[src/rtl/id_ex_stage.sv]
// ID/EX pipeline register with load-use hazard detection and bubble insertion.
// A one-cycle stall is requested when the EX-stage load feeds an ID source register.
module id_ex_stage #(
   parameter int DATA_BUS_SIZE  = 32,
   parameter int REG_ADDR_SIZE  = 5,
   parameter int CTRL_BUS_SIZE  = 16,
   parameter int STALL_CNT_SIZE = 16
) (
   input  logic                      i_clk,
   input  logic                      i_reset,
   input  logic                      i_enable,
   input  logic                      i_flush,
   input  logic [REG_ADDR_SIZE-1:0]  i_id_rs,
   input  logic [REG_ADDR_SIZE-1:0]  i_id_rt,
   input  logic [REG_ADDR_SIZE-1:0]  i_id_rd,
   input  logic                      i_id_uses_rt,
   input  logic [DATA_BUS_SIZE-1:0]  i_id_data_a,
   input  logic [DATA_BUS_SIZE-1:0]  i_id_data_b,
   input  logic [DATA_BUS_SIZE-1:0]  i_id_imm,
   input  logic                      i_id_wb,
   input  logic                      i_id_mem_read,
   input  logic                      i_id_mem_write,
   input  logic [CTRL_BUS_SIZE-1:0]  i_id_ctrl,
   output logic [REG_ADDR_SIZE-1:0]  o_id_ex_rs,
   output logic [REG_ADDR_SIZE-1:0]  o_id_ex_rt,
   output logic [REG_ADDR_SIZE-1:0]  o_id_ex_rd,
   output logic [DATA_BUS_SIZE-1:0]  o_id_ex_data_a,
   output logic [DATA_BUS_SIZE-1:0]  o_id_ex_data_b,
   output logic [DATA_BUS_SIZE-1:0]  o_id_ex_imm,
   output logic                      o_id_ex_wb,
   output logic                      o_id_ex_mem_read,
   output logic                      o_id_ex_mem_write,
   output logic [CTRL_BUS_SIZE-1:0]  o_id_ex_ctrl,
   output logic                      o_stall,
   output logic [STALL_CNT_SIZE-1:0] o_stall_count
);

   typedef struct packed {
      logic [REG_ADDR_SIZE-1:0] rs;
      logic [REG_ADDR_SIZE-1:0] rt;
      logic [REG_ADDR_SIZE-1:0] rd;
      logic [DATA_BUS_SIZE-1:0] data_a;
      logic [DATA_BUS_SIZE-1:0] data_b;
      logic [DATA_BUS_SIZE-1:0] imm;
      logic                     wb;
      logic                     mem_read;
      logic                     mem_write;
      logic [CTRL_BUS_SIZE-1:0] ctrl;
   } id_ex_t;

   localparam id_ex_t BUBBLE = id_ex_t'(0);
   localparam logic [REG_ADDR_SIZE-1:0]  REG_ZERO = {REG_ADDR_SIZE{1'b0}};
   localparam logic [STALL_CNT_SIZE-1:0] CNT_MAX  = {STALL_CNT_SIZE{1'b1}};
   localparam logic [STALL_CNT_SIZE-1:0] CNT_ONE  = {{(STALL_CNT_SIZE-1){1'b0}}, 1'b1};

   id_ex_t                    stage_r;
   id_ex_t                    stage_d_s;
   id_ex_t                    id_in_s;
   logic [STALL_CNT_SIZE-1:0] cnt_r;
   logic [STALL_CNT_SIZE-1:0] cnt_d_s;
   logic                      rs_match_s;
   logic                      rt_match_s;
   logic                      hazard_s;

   // Hazard detection: the EX load's destination is a source of the ID instruction.
   always_comb begin
      rs_match_s = (stage_r.rt == i_id_rs);
      rt_match_s = i_id_uses_rt & (stage_r.rt == i_id_rt);
      hazard_s   = stage_r.mem_read & stage_r.wb & (stage_r.rt != REG_ZERO)
                 & (rs_match_s | rt_match_s);
      o_stall    = i_enable & hazard_s & ~i_flush;
   end

   // Pack the ID-side inputs into the stage record.
   always_comb begin
      id_in_s           = BUBBLE;
      id_in_s.rs        = i_id_rs;
      id_in_s.rt        = i_id_rt;
      id_in_s.rd        = i_id_rd;
      id_in_s.data_a    = i_id_data_a;
      id_in_s.data_b    = i_id_data_b;
      id_in_s.imm       = i_id_imm;
      id_in_s.wb        = i_id_wb;
      id_in_s.mem_read  = i_id_mem_read;
      id_in_s.mem_write = i_id_mem_write;
      id_in_s.ctrl      = i_id_ctrl;
   end

   // Next-state selection: freeze, then flush, then hazard bubble, then normal load.
   always_comb begin
      stage_d_s = stage_r;
      cnt_d_s   = cnt_r;
      if (!i_enable) begin
         stage_d_s = stage_r;
         cnt_d_s   = cnt_r;
      end else if (i_flush) begin
         stage_d_s = BUBBLE;
         cnt_d_s   = cnt_r;
      end else if (hazard_s) begin
         stage_d_s = BUBBLE;
         if (cnt_r != CNT_MAX) begin
            cnt_d_s = cnt_r + CNT_ONE;
         end else begin
            cnt_d_s = cnt_r;
         end
      end else begin
         stage_d_s = id_in_s;
         cnt_d_s   = cnt_r;
      end
   end

   // Stage and stall-counter registers.
   always_ff @(posedge i_clk or negedge i_reset) begin
      if (!i_reset) begin
         stage_r <= BUBBLE;
         cnt_r   <= {STALL_CNT_SIZE{1'b0}};
      end else begin
         stage_r <= stage_d_s;
         cnt_r   <= cnt_d_s;
      end
   end

   assign o_id_ex_rs        = stage_r.rs;
   assign o_id_ex_rt        = stage_r.rt;
   assign o_id_ex_rd        = stage_r.rd;
   assign o_id_ex_data_a    = stage_r.data_a;
   assign o_id_ex_data_b    = stage_r.data_b;
   assign o_id_ex_imm       = stage_r.imm;
   assign o_id_ex_wb        = stage_r.wb;
   assign o_id_ex_mem_read  = stage_r.mem_read;
   assign o_id_ex_mem_write = stage_r.mem_write;
   assign o_id_ex_ctrl      = stage_r.ctrl;
   assign o_stall_count     = cnt_r;

endmodule
[config.mk]
export PLATFORM = sky130hd
export DESIGN_NAME = id_ex_stage
export DESIGN_NICKNAME = d
export VERILOG_FILES = /design/src/rtl/id_ex_stage.sv
export SDC_FILE = /design/constraint.sdc
export NUM_CORES = 1
export LEC_CHECK = 0
export CAP_MARGIN = 10
export CORE_ASPECT_RATIO = 0.5
export CORE_UTILIZATION = 35
export DETAILED_ROUTE_END_ITERATION = 7
export HOLD_SLACK_MARGIN = 0.15
export PLACE_DENSITY = 0.77
export RECOVER_POWER = 100
export SLEW_MARGIN = 10
export SYNTH_ARGS = -nofsm -noshare
export SYNTH_HDL_FRONTEND = slang
export SYNTH_SLANG_ARGS = --single-unit
export TNS_END_PERCENT = 5
[constraint.sdc]
create_clock -name i_clk -period 5.19 [get_ports i_clk]
set_input_delay 1.038 -clock i_clk [delete_from_list [all_inputs] [get_ports i_clk]]
set_output_delay 1.038 -clock i_clk [all_outputs]
set_load 0.02 [all_outputs]
==> results of run 1 <==
==> how the worst max path moves through the flow <==
stage                     startpoint      end  slack (ns)  depth (start not counted)
after global placement    i_id_rt[3]  o_stall        1.07                          6
after global routing      i_id_rt[3]  o_stall        0.66                          6
after floorplan           i_id_rt[3]  o_stall        1.91                          5
after detailed placement  i_id_rt[3]  o_stall        1.04                          6
after CTS                 i_id_rt[3]  o_stall        1.04                          6
final                     i_id_rt[3]  o_stall        0.74                          6
==> worst max-delay path: stages <==
cell and delay (ns):
dlygate4sd3_1 0.57, xor2_1 0.15, nor4_1 0.52, a32oi_2 0.20, and3b_1 0.26, dlygate4sd3_1 0.67
==> cell families after synthesis <==
kind of cell | Yosys count | synth area share (%)
AO/OA/AOI/OAI | 135 | 21.75
XOR/XNOR | 25 | 3.998
adder cells (fa/ha/maj) | 1 | 0.2284
buffers and inverters | 33 | 2.513
flip-flops | 146 | 66.71
multiplexers | 1 | 0.2056
AND/OR/NAND/NOR | 48 | 4.592
==> power by group <==
part	internal (W)	total (W)	leakage, nW	switching, W
clock	0.000739	0.00125	0.297	0.000510
sequential	0.00122	0.00126	1.91	0.0000465
combinational	0.000257	0.000498	2.17	0.000241
==> cell usage in the layout (no fill, tap or decap), types with 2 or more instances in the layout <==
cell and n:
clkinv_4 2, clkbuf_16 17, bufinv_16 2, nor2_1 8
inv_1 2, nor4_1 2, dlygate4sd3_1 149, nand4_1 5
and3_1 3, clkbuf_2 2, dfrtp_1 146, inv_8 2
or3_1 2, nand3_1 5, inv_6 6, a22o_1 130
clkdlybuf4s50_1 131, xor2_1 22, nor3_1 13, xnor2_1 3
nand2_1 7, clkbuf_1 3
==> layer usage <==
metal | GRT usage (%) | wire [µm] | up-vias | part of all wire [%]
met5 | 0 | 0 | - | 0
met4 | 5.932 | 264 | 0 | 1.6
met3 | 3.830 | 674 | 18 | 4.2
met2 | 34.43 | 8256 | 125 | 52
met1 | 25.79 | 6810 | 2204 | 43
li1 | - | - | 2044 | -
==> state kept, by name, indices dropped and copies added, names as in the netlist <==
signal and flops:
o_id_ex_ctrl 16, o_id_ex_data_a 32, o_id_ex_data_b 32, o_id_ex_imm 32
o_id_ex_mem_read 1, o_id_ex_mem_write 1, o_id_ex_rd 5, o_id_ex_rs 5
o_id_ex_rt 5, o_id_ex_wb 1, o_stall_count 16
==> metrics by stage <==
stage          power (W)  worst slack (ns)  hold slack (ns)  cell area (µm²)  instances
6_report        0.003009            0.7426           0.4872             9046        876
2_1_floorplan   0.001494             1.913           0.5949             5477        389
4_1_cts         0.003080             1.042           0.4943             9077        876
3_5_place_dp    0.001820             1.040           0.4853             8473        844
3_3_place_gp    0.001811             1.074           0.4808             8473        844
5_1_grt         0.003133            0.6550           0.5137             9046        876
==> area by class of cell <==
cell class / instances / area [µm²]
timing repair buffer: 287 / 2851
multi-input combinational: 210 / 1675
inverter: 3 / 13.76
clock buffer: 18 / 439.2
clock inverter: 14 / 165.2
fill: 1217 / 5809
tap: 198 / 247.7
sequential: 146 / 3654
==> results.txt, run 1 <==
Worst setup SP type: input port
global-route usage over all layers: 20.13%
Reg2Reg Depth: 7
Post-CTS Setup Bufs: 0
largest net degree at the start of global routing: 113
H-tree lvl count: 4
Core Area: 14860 µm²
# clock sinks: 146
initial DRC count: 207
PwrDens: 332.6 nW/µm²
post-synth top area share: 66.71%
r2r endpoint: o_id_ex_data_b[26]
Max IR drop VDD: 0.2685 mV
Req. time, crit path: 4.15 ns
Congestion Overflow GR: 0
hold crit path type: reg -> reg
fmax: 224.8 MHz
initial antenna violation count: 0
violated checks: capacitance limit, slew limit
reg-to-reg startpoint: o_id_ex_rt[1]
synthesized area: 5477 µm²
total length of routed wires: 16010 µm
Placer Congestion: 0.8067
Worst-Margin Slew: 2.739 ns
post_cts resized: 0
drt via density: 5.013
Area Overhead vs Synth: 65.18%
drt drc: 0
post-synthesis sequential element count: 146
Die X: 178.9 µm
Reg2Reg Setup Slack: 1.67 ns
area leader, netlist: dfrtp_1
Arr. time, crit path: 3.41 ns
vias after detailed routing: 4391
post-synthesis cell count: 389
Final setup viols: 0
drt first pass iters: 4
Reg clk slew, reported paths: 0.07 ns
Final Max Slew Viols: 113
num rows: 31
hold path startpoint: o_stall_count[6]
Starting Density: 36.87%
Setup CP Type: in -> out
number of synthesized flops with an enable pin: 0
top post-synthesis cells by count: dfrtp_1 (146), a22o_1 (130), xor2_1 (22), clkbuf_1 (19), nor3_1 (13)
max_slew headroom: -82.63%
Hold Path Stages: 1
Synth cell types: 26
port bufs: 281
Max Cap Violations: 1
Util after Layout: 60.89%
I/O pin count: 282
Root Buffer: clkbuf_16
hold_buf cts: 0
drt wl/cell: 18.27 µm
maximum clock insertion buffer count: 2
TritonCTS Buffers: 17
setup_tns: 0 ns
layout cell share with drive strength beyond 1: 5.900%
Die Height: 90.45 µm
HPWL Detailed: 11280 µm
Async SR Flop Fraction: 100.0%
minimum clock period: 4.447 ns
status: finished, violations left
warnings from Yosys: 0
leakage power: 4.370 nW
crit path capture type: output pin
ANT nets after route: 0
worst-path fanout max: 2
Hold Fails Final Rpt: 0
Max Clock Skew: 0.01366 ns
vias in the first global route: 4545
RSZ-0062 raised after global routing: false
WHS Endpoint: o_stall_count[6]
Avg Cell Area, Syn: 14.08 µm²
CTS tree: built
Tcrit/Tclk final: 85.69%
clk_lat worst skew: 0.40 ns
Synth Flop Type: dfrtp_1
top-count cell post-synth: dfrtp_1
sequential share of the synthesized area: 66.71%
first-pass GRT wire length: 25210 µm
Final nets: 801
die area: 16180 µm²
ranking of synthesized cells by area: dfrtp_1 (67%), a22o_1 (21%), xor2_1 (3.5%)
Syn Nets: 525
Ant. Diodes: 0
(Power assumes the default switching activity.)
==> run 2, diff against run 1 <==
ABC_CLOCK_PERIOD_IN_PS = 5190   (was unset)
==> results of run 2 <==
Final layout, timing and power as in run 1 (identical DEF).
